### src/rtl/bsg_bladerunner_rom_banked_pkg.sv
// Shared types for the banked configuration ROM responder: response-entry
// layout and the error-cause encoding used by the simulation message.
`ifndef BSG_BLADERUNNER_ROM_BANKED_PKG_SV
`define BSG_BLADERUNNER_ROM_BANKED_PKG_SV

// A response entry is {err, data}; data width follows the link width.
`define BSG_ROM_BANKED_ENTRY_WIDTH(data_width) ((data_width) + 1)
`define BSG_ROM_BANKED_ENTRY_S(data_width) \
  struct packed { logic err; logic [(data_width)-1:0] data; }

package bsg_bladerunner_rom_banked_pkg;

  typedef enum logic [1:0] {
    CAUSE_NONE  = 2'd0,
    CAUSE_WRITE = 2'd1,
    CAUSE_RANGE = 2'd2
  } err_cause_e;

  // clog2 that never returns 0, so index vectors always have a legal width.
  function automatic int safe_clog2(input int n);
    return (n > 1) ? $clog2(n) : 1;
  endfunction

endpackage

`endif

### src/rtl/bsg_bladerunner_rom_banked_if.sv
// Request/response link between the manycore endpoint (master) and the
// ROM responder (slave). Suffixes are from the responder's point of view.
interface bsg_bladerunner_rom_banked_if
  import bsg_bladerunner_rom_banked_pkg::*;
#(
  parameter int data_width_p = 32,
  parameter int addr_width_p = 28
);
  logic                      req_v_i;
  logic [addr_width_p-1:0]   req_addr_i;
  logic                      req_we_i;
  logic [data_width_p/8-1:0] req_mask_i;
  logic                      req_yumi_o;
  logic                      resp_v_o;
  logic [data_width_p-1:0]   resp_data_o;
  logic                      resp_err_o;
  logic                      resp_ready_i;

  modport slave (
    input  req_v_i, req_addr_i, req_we_i, req_mask_i, resp_ready_i,
    output req_yumi_o, resp_v_o, resp_data_o, resp_err_o
  );

  modport master (
    output req_v_i, req_addr_i, req_we_i, req_mask_i, resp_ready_i,
    input  req_yumi_o, resp_v_o, resp_data_o, resp_err_o
  );
endinterface

### src/rtl/bsg_bladerunner_rom_resp_fifo.sv
// Synchronous circular response buffer with valid/ready drain side.
// The writer must not enqueue when o_full is set; such pushes are ignored.
module bsg_bladerunner_rom_resp_fifo
  import bsg_bladerunner_rom_banked_pkg::*;
#(
  parameter  int width_p      = 33,
  parameter  int els_p        = 4,
  localparam int ptr_width_lp = safe_clog2(els_p),
  localparam int cnt_width_lp = $clog2(els_p + 1)
) (
  input  logic                    clk_i,
  input  logic                    reset_n_i,
  input  logic                    i_v,
  input  logic [width_p-1:0]      i_data,
  output logic                    o_v,
  output logic [width_p-1:0]      o_data,
  input  logic                    i_ready,
  output logic                    o_full,
  output logic                    o_empty,
  output logic [cnt_width_lp-1:0] o_count
);

  logic [width_p-1:0]      r_mem [els_p];
  logic [ptr_width_lp-1:0] r_wptr, r_rptr;
  logic [cnt_width_lp-1:0] r_count;
  logic                    w_enq, w_deq;

  assign o_full  = (r_count == cnt_width_lp'(els_p));
  assign o_empty = (r_count == '0);
  assign o_v     = ~o_empty;
  assign o_data  = r_mem[r_rptr];
  assign o_count = r_count;
  assign w_enq   = i_v & ~o_full;
  assign w_deq   = o_v & i_ready;

  // Storage write port.
  // NOTE: the payload array has no reset; validity comes from r_count alone,
  // so resetting it would only add reset fan-out to every storage bit.
  always_ff @(posedge clk_i) begin
    if (w_enq) r_mem[r_wptr] <= i_data;
  end

  // Pointers wrap at els_p; the count moves only on an unmatched push or pop.
  always_ff @(posedge clk_i) begin
    if (!reset_n_i) begin
      r_wptr  <= '0;
      r_rptr  <= '0;
      r_count <= '0;
    end else begin
      if (w_enq)
        r_wptr <= (r_wptr == ptr_width_lp'(els_p - 1)) ? '0 : r_wptr + ptr_width_lp'(1);
      if (w_deq)
        r_rptr <= (r_rptr == ptr_width_lp'(els_p - 1)) ? '0 : r_rptr + ptr_width_lp'(1);
      case ({w_enq, w_deq})
        2'b10:   r_count <= r_count + cnt_width_lp'(1);
        2'b01:   r_count <= r_count - cnt_width_lp'(1);
        default: r_count <= r_count;
      endcase
    end
  end

endmodule

### src/rtl/bsg_bladerunner_rom_banked.sv
// Banked read-only configuration ROM responder. Decodes the word address into
// bank/word, masks the selected bank word, and queues exactly one response per
// accepted request; writes and out-of-range reads return err=1 with zero data.
// The interface instance must carry the same data/addr widths as this module.
module bsg_bladerunner_rom_banked
  import bsg_bladerunner_rom_banked_pkg::*;
#(
  parameter  int data_width_p    = 32,
  parameter  int addr_width_p    = 28,
  parameter  int rom_width_p     = 32,
  parameter  int rom_els_p       = 64,
  parameter  int num_banks_p     = 2,
  parameter  int resp_fifo_els_p = 4,
  parameter  int err_cnt_width_p = 8,
  localparam int lg_els_lp       = safe_clog2(rom_els_p),
  localparam int lg_banks_lp     = (num_banks_p > 1) ? $clog2(num_banks_p) : 0,
  localparam int bank_sel_w_lp   = safe_clog2(num_banks_p)
) (
  input  logic                               clk_i,
  input  logic                               reset_n_i,
  bsg_bladerunner_rom_banked_if.slave        bus_if,
  output logic [lg_els_lp-1:0]               rom_addr_o,
  input  logic [num_banks_p*rom_width_p-1:0] rom_data_i,
  input  logic                               err_clear_i,
  output logic [err_cnt_width_p-1:0]         err_cnt_o,
  output logic                               err_sticky_o
);

  typedef `BSG_ROM_BANKED_ENTRY_S(data_width_p) entry_s;
  localparam int entry_width_lp = `BSG_ROM_BANKED_ENTRY_WIDTH(data_width_p);
  localparam int cnt_width_lp   = $clog2(resp_fifo_els_p + 1);

  logic [addr_width_p-1:0]    w_upper;
  logic [bank_sel_w_lp-1:0]   w_bank;
  logic                       w_range;
  logic [rom_width_p-1:0]     w_rom_word;
  logic [data_width_p-1:0]    w_rom_ext, w_masked;
  err_cause_e                 w_cause;
  logic                       w_err, w_yumi, w_full, w_empty;
  entry_s                     w_entry, w_resp;
  logic [entry_width_lp-1:0]  w_fifo_data;
  logic [cnt_width_lp-1:0]    w_count;
  logic [err_cnt_width_p-1:0] r_err_cnt;
  logic                       r_err_sticky;

  // Everything above the word index is the bank number; any value at or past
  // num_banks_p (which includes nonzero bits above the bank field) is illegal.
  assign rom_addr_o = bus_if.req_addr_i[lg_els_lp-1:0];
  assign w_upper    = bus_if.req_addr_i >> lg_els_lp;
  assign w_bank     = w_upper[bank_sel_w_lp-1:0];
  assign w_range    = (w_upper >= addr_width_p'(num_banks_p));

  // Bank select as a compare-mux, so an illegal bank never indexes past rom_data_i.
  // NOTE: every always_comb output gets a default first so no path leaves it
  // unassigned and infers a latch.
  always_comb begin
    w_rom_word = '0;
    for (int b = 0; b < num_banks_p; b++)
      if (w_bank == bank_sel_w_lp'(b)) w_rom_word = rom_data_i[b*rom_width_p +: rom_width_p];
  end

  // Zero-extend to the link width, then gate each byte by its mask bit.
  always_comb begin
    w_rom_ext = data_width_p'(w_rom_word);
    w_masked  = '0;
    for (int i = 0; i < data_width_p/8; i++)
      w_masked[8*i +: 8] = w_rom_ext[8*i +: 8] & {8{bus_if.req_mask_i[i]}};
  end

  // Classify the request and build its response entry.
  always_comb begin
    w_cause = CAUSE_NONE;
    if (bus_if.req_we_i)  w_cause = CAUSE_WRITE;
    else if (w_range)     w_cause = CAUSE_RANGE;
    w_err        = (w_cause != CAUSE_NONE);
    w_entry.err  = w_err;
    w_entry.data = w_err ? '0 : w_masked;
  end

  // No full-bypass: a full FIFO refuses even when a dequeue happens this cycle.
  assign w_yumi            = bus_if.req_v_i & ~w_full & reset_n_i;
  assign bus_if.req_yumi_o = w_yumi;

  bsg_bladerunner_rom_resp_fifo #(
    .width_p (entry_width_lp),
    .els_p   (resp_fifo_els_p)
  ) u_resp_fifo (
    .clk_i     (clk_i),
    .reset_n_i (reset_n_i),
    .i_v       (w_yumi),
    .i_data    (w_entry),
    .o_v       (bus_if.resp_v_o),
    .o_data    (w_fifo_data),
    .i_ready   (bus_if.resp_ready_i),
    .o_full    (w_full),
    .o_empty   (w_empty),
    .o_count   (w_count)
  );

  assign w_resp             = entry_s'(w_fifo_data);
  assign bus_if.resp_data_o = w_resp.data;
  assign bus_if.resp_err_o  = w_resp.err;

  // Saturating error count and sticky flag; a clear takes effect before a
  // same-cycle error is counted.
  // NOTE: sequential state uses non-blocking assignments so every register
  // samples pre-edge values regardless of statement order.
  always_ff @(posedge clk_i) begin
    if (!reset_n_i) begin
      r_err_cnt    <= '0;
      r_err_sticky <= 1'b0;
    end else if (w_yumi && w_err) begin
      r_err_cnt    <= err_clear_i ? err_cnt_width_p'(1)
                    : (&r_err_cnt) ? r_err_cnt : r_err_cnt + err_cnt_width_p'(1);
      r_err_sticky <= 1'b1;
    end else if (err_clear_i) begin
      r_err_cnt    <= '0;
      r_err_sticky <= 1'b0;
    end
  end

  assign err_cnt_o    = r_err_cnt;
  assign err_sticky_o = r_err_sticky;

`ifndef SYNTHESIS
  // Parameter sanity while in reset; one message per error response.
  always @(posedge clk_i) begin
    if (!reset_n_i) begin
      assert (rom_width_p <= data_width_p) else $error("rom_width_p exceeds data_width_p");
      assert (lg_els_lp + lg_banks_lp <= addr_width_p) else $error("address too narrow");
      assert (data_width_p % 8 == 0) else $error("data_width_p not a byte multiple");
    end else begin
      assert (w_empty == !bus_if.resp_v_o && w_count <= cnt_width_lp'(resp_fifo_els_p))
        else $error("response fifo state inconsistent");
      if (w_yumi && w_err)
        $display("%m: error response addr=%h cause=%s", bus_if.req_addr_i, w_cause.name());
    end
  end
`endif

endmodule

### src/flat_wrapper.sv
// flat-port wrapper written by rule: the top's interface ports become plain ports
module bsg_bladerunner_rom_banked_flat import bsg_bladerunner_rom_banked_pkg::*;
#(
  parameter  int data_width_p    = 32,
  parameter  int addr_width_p    = 28,
  parameter  int rom_width_p     = 32,
  parameter  int rom_els_p       = 64,
  parameter  int num_banks_p     = 2,
  parameter  int resp_fifo_els_p = 4,
  parameter  int err_cnt_width_p = 8,
  localparam int lg_els_lp       = safe_clog2(rom_els_p),
  localparam int lg_banks_lp     = (num_banks_p > 1) ? $clog2(num_banks_p) : 0,
  localparam int bank_sel_w_lp   = safe_clog2(num_banks_p)
)
  (clk_i, reset_n_i, rom_addr_o, rom_data_i, err_clear_i, err_cnt_o, err_sticky_o, bus_if_req_v_i, bus_if_req_addr_i, bus_if_req_we_i, bus_if_req_mask_i, bus_if_resp_ready_i, bus_if_req_yumi_o, bus_if_resp_v_o, bus_if_resp_data_o, bus_if_resp_err_o);
  bsg_bladerunner_rom_banked_if #(.data_width_p(data_width_p), .addr_width_p(addr_width_p)) bus_if_i ();
  input  logic clk_i;
  input  logic reset_n_i;
  output logic [lg_els_lp-1:0] rom_addr_o;
  input  logic [num_banks_p*rom_width_p-1:0] rom_data_i;
  input  logic err_clear_i;
  output logic [err_cnt_width_p-1:0] err_cnt_o;
  output logic err_sticky_o;
  input wire logic [$bits(bus_if_i.req_v_i)-1:0] bus_if_req_v_i;
  input wire logic [$bits(bus_if_i.req_addr_i)-1:0] bus_if_req_addr_i;
  input wire logic [$bits(bus_if_i.req_we_i)-1:0] bus_if_req_we_i;
  input wire logic [$bits(bus_if_i.req_mask_i)-1:0] bus_if_req_mask_i;
  input wire logic [$bits(bus_if_i.resp_ready_i)-1:0] bus_if_resp_ready_i;
  output wire logic [$bits(bus_if_i.req_yumi_o)-1:0] bus_if_req_yumi_o;
  output wire logic [$bits(bus_if_i.resp_v_o)-1:0] bus_if_resp_v_o;
  output wire logic [$bits(bus_if_i.resp_data_o)-1:0] bus_if_resp_data_o;
  output wire logic [$bits(bus_if_i.resp_err_o)-1:0] bus_if_resp_err_o;
  assign bus_if_i.req_v_i = bus_if_req_v_i;
  assign bus_if_i.req_addr_i = bus_if_req_addr_i;
  assign bus_if_i.req_we_i = bus_if_req_we_i;
  assign bus_if_i.req_mask_i = bus_if_req_mask_i;
  assign bus_if_i.resp_ready_i = bus_if_resp_ready_i;
  assign bus_if_req_yumi_o = bus_if_i.req_yumi_o;
  assign bus_if_resp_v_o = bus_if_i.resp_v_o;
  assign bus_if_resp_data_o = bus_if_i.resp_data_o;
  assign bus_if_resp_err_o = bus_if_i.resp_err_o;
  bsg_bladerunner_rom_banked #(.data_width_p(data_width_p), .addr_width_p(addr_width_p), .rom_width_p(rom_width_p), .rom_els_p(rom_els_p), .num_banks_p(num_banks_p), .resp_fifo_els_p(resp_fifo_els_p), .err_cnt_width_p(err_cnt_width_p)) u_core (.clk_i(clk_i), .reset_n_i(reset_n_i), .bus_if(bus_if_i), .rom_addr_o(rom_addr_o), .rom_data_i(rom_data_i), .err_clear_i(err_clear_i), .err_cnt_o(err_cnt_o), .err_sticky_o(err_sticky_o));
endmodule
### config.mk
export PLATFORM = sky130hd
export DESIGN_NAME = bsg_bladerunner_rom_banked_flat
export DESIGN_NICKNAME = d
export VERILOG_FILES = /design/src/rtl/bsg_bladerunner_rom_banked_pkg.sv /design/src/rtl/bsg_bladerunner_rom_banked_if.sv /design/src/rtl/bsg_bladerunner_rom_resp_fifo.sv /design/src/rtl/bsg_bladerunner_rom_banked.sv /design/src/flat_wrapper.sv
export SDC_FILE = /design/constraint.sdc
export NUM_CORES = 1
export LEC_CHECK = 0
export CELL_PAD_IN_SITES_DETAIL_PLACEMENT = 1
export CELL_PAD_IN_SITES_GLOBAL_PLACEMENT = 1
export CORE_ASPECT_RATIO = 1.2
export CORE_MARGIN = 1.5
export CORE_UTILIZATION = 47
export DETAILED_ROUTE_END_ITERATION = 16
export DONT_BUFFER_PORTS = 1
export PLACE_DENSITY = 0.72
export SYNTH_ARGS = -nofsm -noshare
export SYNTH_HDL_FRONTEND = slang
export SYNTH_HIERARCHICAL = 1
export SYNTH_SLANG_ARGS = --single-unit
### constraint.sdc
create_clock -name clk_i -period 2.21 [get_ports clk_i]
set_clock_uncertainty 0.15 [all_clocks]
set_input_delay 0.221 -clock clk_i [delete_from_list [all_inputs] [get_ports clk_i]]
set_output_delay 0.221 -clock clk_i [all_outputs]
set_load 0.05 [all_outputs]
==> flow_summary.json, run 1 <==
{
  "nets": 518,
  "min_from": "rom_data_i[28]",
  "syn_to_final_growth_pct": 16.2,
  "endpoint_kind": "flip-flop",
  "crit_arrival_ns": 2.40,
  "maxCapViolations": 0,
  "max-vdd-ir-drop_v": 0.000622,
  "rows": 46,
  "grt_pass1_vias": 3687,
  "r2r_slack_ns": 0.0003,
  "ant_nets": 0,
  "slowest_stage": "dfxtp_4",
  "vias_per_cell": 5.77,
  "grt_setup_unrepaired": "true",
  "min_to": "u_core/u_resp_fifo/r_mem[1][28]",
  "htree_levels": 4,
  "powerDensity_nw_per_um2": 1120,
  "antenna_found_initial": 0,
  "cts_root_buf": "clkbuf_16",
  "avgSynthCellArea_um2": 17.0,
  "wl_per_cell_um": 23.3,
  "r2r_cells": 10,
  "clock_latency_ns": 0.41,
  "required_ns": 2.40,
  "max_stage_delay_ns": 0.35,
  "grt-ovfl-total": 0,
  "critPathKind": "flip-flop to flip-flop",
  "relSlewSlack_pct": 65.5,
  "clock.fmax_ghz": 0.453,
  "cpMostUsedCell": "inv_2",
  "vias": 3401,
  "outcome": "complete, no violations",
  "cts_made_buffers": 17,
  "finalCritPeriodShare_pct": 100,
  "setup_viol": 0,
  "first_pass_iters": 4,
  "place_hpwl_mm": 8.89,
  "gp_congestion": 0.733,
  "syn_area_um2": 6330,
  "remaining_drc_errors": 0,
  "hold_viol": 0,
  "fin_crit_ns": 2.21,
  "hold_class": "input port to flip-flop",
  "dpl_cell_area_um2": 6730,
  "r2r-start": "u_core/u_resp_fifo/o_count[1]",
  "diodes": 0,
  "cp_cell_sequence": "nor3b_4, buf_4, nor2b_4, inv_2, ha_4, inv_2, fa_2, xor2_2, or3_1, a21boi_1",
  "n_fill_cell": 1205,
  "synth_cells": 372,
  "num_io_pins": 152,
  "cts.sinks": 150,
  "tightest_slew_ns": 0.516,
  "wl_mm": 13.7,
  "grt_max_degree": 34,
  "clockBufferDepth": 2,
  "drv_slew": 0,
  "holdWs_ns": 0.0241,
  "io_buffers": 0,
  "die_h_um": 130,
  "r2r_end": "u_core/u_resp_fifo/o_count[2]",
  "dieWidth_um": 109,
  "synth_fp_nets": 482,
  "cp-start-kind": "flip-flop",
  "ys_warn_count": 6,
  "grt_use_total_pct": 20.4,
  "die_area_um2": 14200,
  "grt_pass1_wl_mm": 20.4,
  "holdPathStages": 2,
  "drtIter0Drc": 157,
  "start_util_pct": 48.1,
  "final_layout_size_suffix_gt1_share_pct": 26.8,
  "power_leakage_nw": 2.42,
  "cts.clk_slew.worst_paths_ns": 0.06,
  "fin_area_um2": 7360,
  "core_um2": 13200,
  "cts_tree": "yes",
  "critPathMaxFanout": 2,
  "total_power_mw": 8.21
}
[registers in the layout, summed over array words and instances, names as in the netlist, named ones only]
register and cells:
u_core/err_sticky_o 1, u_core/u_resp_fifo/r_rptr 2, u_core/u_resp_fifo/r_wptr 2, u_core/err_cnt_o 8
u_core/u_resp_fifo/o_count 3, u_core/u_resp_fifo/r_mem 132
[area by class of cell]
cell class	instances	area, µm²	area share (%)
Multi-Input combinational cell	193	1850	25.1
Tap cell	168	210	2.86
Sequential cell	150	4340	58.9
Clock buffer	18	429	5.83
Timing Repair Buffer	38	390	5.30
Clock inverter	14	111	1.51
Inverter	8	30.0	0.408
[layout by cell type (no fill, tap or decap), types with 2 or more instances in the layout]
cell	count
o21ai_0	7
buf_4	28
inv_2	2
dfxtp_2	2
buf_12	8
clkinv_2	3
clkbuf_16	17
dfxtp_4	3
o31ai_1	3
mux4_2	30
nand3_1	6
or3_1	4
nand2_1	18
dfxtp_1	13
mux2i_1	35
a21oi_1	6
dlygate4sd3_1	2
ha_1	6
edfxtp_1	132
clkinv_1	3
mux4_1	3
and2_2	4
nor3_1	2
clkinvlp_4	5
inv_1	6
or4_1	2
and2_1	2
nor2_1	41
nor4_1	5
[metal layers]
metal,vias up,GRT usage [%],wire length [µm]
met5,-,0,0
li1,1525,-,-
met2,142,36.8,7510
met4,0,7.74,156
met3,14,5.14,790
met1,1720,23.2,5270
[timing repair]
item	CTS	global route
hold buffers	2	0
resized for setup	7	0
pin swaps	1	0
endpoints found under the hold margin	18	0
setup endpoints to repair	34	17
buffers inserted	5	2
[worst max path at each step]
stage                                        from                            end  slack [ns]  depth (start not counted)
finish              u_core/u_resp_fifo/o_count[1]  u_core/u_resp_fifo/o_count[2]      0.0003                         10
CTS                                     flip-flop          bus_if_resp_data_o[8]      -0.001                          2
global route        u_core/u_resp_fifo/o_count[1]  u_core/u_resp_fifo/o_count[2]       -0.09                         10
detailed placement  u_core/u_resp_fifo/o_count[1]  u_core/u_resp_fifo/o_count[2]       -0.01                         10
global placement    u_core/u_resp_fifo/o_count[0]  u_core/u_resp_fifo/o_count[2]        0.08                         10
floorplan           u_core/u_resp_fifo/o_count[0]  u_core/u_resp_fifo/o_count[2]       -0.11                         11
[per-stage QoR]
step / setup WS, ns / TNS, ns / cells / utilization, %
2_1_floorplan: -0.112 / -0.112 / 372 / -
3_3_place_gp: 0.0842 / 0 / 548 / 51.0
3_5_place_dp: -0.0148 / -0.0148 / 548 / 51.0
4_1_cts: -0.00131 / -0.00131 / 587 / 55.7
5_1_grt: -0.0942 / -0.136 / 589 / 55.8
6_report: 0.000278 / 0 / 589 / 55.8
[worst max-delay path, delay by kind of cell (launching register included)]
kind	cells	cell delay, ns
simple gates	3	0.59
compound gates	1	0.14
flops	1	0.35
xor+xnor	1	0.16
buf+inv	3	0.26
fa+ha+maj	2	0.48
[report_power, final]
group | switching, mW | internal (mW) | total [mW] | leakage [nW]
logic | 1.41 | 0.772 | 2.19 | 0.842
registers | 0.139 | 3.24 | 3.38 | 1.33
clock network | 1.11 | 1.53 | 2.64 | 0.251
Power figures use the tool's default switching activity.
==> run 2, diff against run 1 <==
--- a/config.mk
+++ b/config.mk
@@ -14,2 +14,3 @@
 export DONT_BUFFER_PORTS = 1
+export MAX_ROUTING_LAYER = met4
 export PLACE_DENSITY = 0.72
==> constraint.sdc (replaced) <==
create_clock -name clk_i -period 2.21 [get_ports clk_i]
set_clock_uncertainty 0.15 [all_clocks]
set_input_delay 0.3315 -clock clk_i [delete_from_list [all_inputs] [get_ports clk_i]]
set_output_delay 0.3315 -clock clk_i [all_outputs]
set_load 0.05 [all_outputs]
==> run 2 against run 1 <==
The flow now finishes with violations (setup timing); worst hold slack better by 0.034 ns; cell count unchanged; sequential power about the same; critical endpoint is now bus_if_resp_data_o[9]; largest cell class unchanged.
==> flow_summary.json, run 2 (synthesized netlist as in run 1, its figures left out) <==
{
  "outcome": "finished with violations",
  "failed_checks": "setup timing",
  "critPathKind": "flip-flop to output port",
  "grt_use_total_pct": 20.5,
  "holdPathStages": 3,
  "nets": 518,
  "endpoint_kind": "output port",
  "max_stage_delay_ns": 0.67,
  "fin_crit_ns": 2.26,
  "gp_congestion": 0.749,
  "critPathMaxFanout": 8,
  "finalCoreUtilization_pct": 57.1,
  "start_util_pct": 48.1,
  "io_buffers": 0,
  "r2r_end": "u_core/u_resp_fifo/o_count[2]",
  "first_pass_iters": 4,
  "r2r-start": "u_core/u_resp_fifo/o_count[1]",
  "syn_to_final_growth_pct": 18.8,
  "place_hpwl_mm": 8.32,
  "rows": 46,
  "cts_tree": "yes",
  "required_ns": 1.73,
  "hold_class": "input port to flip-flop",
  "ant_nets": 0,
  "clockBufferDepth": 2,
  "worst_slack_ns": -0.0502,
  "wl_per_cell_um": 22.8,
  "vias": 3405,
  "cp-start-kind": "flip-flop",
  "max_flop_register": "u_core/u_resp_fifo/r_mem",
  "cts_root_buf": "clkbuf_16",
  "antenna_found_initial": 0,
  "total_power_mw": 8.81,
  "setup_viol": 26,
  "grt_pass1_vias": 3612,
  "dpl_cell_area_um2": 6650,
  "cts.clk_slew.worst_paths_ns": 0.06,
  "hold_viol": 0,
  "wl_mm": 13.4,
  "r2r_cells": 10,
  "path_delay_family": "multiplexers",
  "grt_max_degree": 34,
  "htree_levels": 4,
  "fin_area_um2": 7520,
  "tightest_slew_ns": 0.514,
  "cts.sinks": 150,
  "die_h_um": 130,
  "grt_pass1_wl_mm": 19.9,
  "maxCapViolations": 0,
  "crit_arrival_ns": 1.78,
  "slowest_stage": "mux4_2",
  "critPathBufInv": 2,
  "drtIter0Drc": 208,
  "min_to": "u_core/err_sticky_o",
  "grt-ovfl-total": 0,
  "cp_cell_sequence": "buf_12, buf_16, mux4_2",
  "max-vdd-ir-drop_v": 0.000607,
  "relSlewSlack_pct": 65.7,
  "holdWs_ns": 0.0582,
  "finalCritPeriodShare_pct": 102,
  "die_area_um2": 14200,
  "clock.fmax_ghz": 0.442,
  "final_layout_size_suffix_gt1_share_pct": 28.0,
  "num_io_pins": 152,
  "clock_latency_ns": 0.42,
  "power_leakage_nw": 2.49,
  "min_from": "reset_n_i",
  "r2r_slack_ns": 0.01,
  "largest_reg_flops": 132,
  "layout_common_cells": "132 x edfxtp_1, 41 x nor2_1, 35 x mux2i_1",
  "powerDensity_nw_per_um2": 1170,
  "dieWidth_um": 109,
  "diodes": 0,
  "vias_per_cell": 5.78,
  "drv_slew": 0,
  "cts_made_buffers": 17,
  "remaining_drc_errors": 0,
  "core_um2": 13200,
  "final_common_cell": "edfxtp_1",
  "grt_setup_unrepaired": "true"
}
[run 2: worst register-to-register path: cells and delay by family (launching register included)]
| family | cells | cell delay (ns) |
|---|---|---|
| buffers and inverters | 3 | 0.26 |
| XOR/XNOR | 1 | 0.16 |
| flip-flops | 1 | 0.36 |
| adder cells (fa/ha/maj) | 2 | 0.47 |
| AO/OA/AOI/OAI | 1 | 0.12 |
| AND/OR/NAND/NOR | 3 | 0.61 |
[run 2: worst max-delay path by stage]
stage	endpoint	slack, ns	cells after the start
2_1_floorplan	u_core/u_resp_fifo/o_count[2]	-0.11	11
3_3_place_gp	u_core/u_resp_fifo/o_count[2]	0.08	10
3_5_place_dp	u_core/u_resp_fifo/o_count[2]	0.002	10
4_1_cts	bus_if_resp_data_o[18]	-0.09	3
5_1_grt	bus_if_resp_data_o[21]	-0.1	3
6_report	bus_if_resp_data_o[9]	-0.05	3
[run 2: layer usage]
metal	track usage, %	part of all wire (%)
met1	23.7	40
met2	33.5	52
met3	6.09	6.2
met4	7.82	1.7
met5	-	0
[run 2: area by class of cell]
type                    count  area (µm²)
fillers                  1188        5660
multi-input cells         193        1840
clock buffers              17         425
flip-flops and latches    150        4340
repair buffers             38         482
clock inverters            15         200
inverters                   8        30.0
well taps                 168         210
[run 2: report_power, final]
group	total (mW)	internal, mW	switching, mW
registers	3.35	3.24	0.106
logic	2.42	0.931	1.49
clock network	3.05	1.90	1.15
total	8.81	6.07	2.75
[run 2: repair_timing]
| item | 4_1_cts | 5_1_grt |
|---|---|---|
| gates cloned | 3 | 0 |
| hold buffers | 2 | 0 |
| gates resized for setup | 10 | 8 |
| pin swaps | 1 | 0 |
| hold endpoints to repair | 12 | 0 |
| buffers inserted | 5 | 4 |
| endpoints found under the setup margin | 34 | 32 |
[run 2: metrics by stage]
step,cells,worst slack [ns],TNS (ns)
CTS,585,-0.0875,-1.52
detailed placement,543,0.00203,0
global route,589,-0.0953,-2.32
global placement,543,0.0763,0
floorplan,372,-0.112,-0.112
finish,589,-0.0502,-0.840
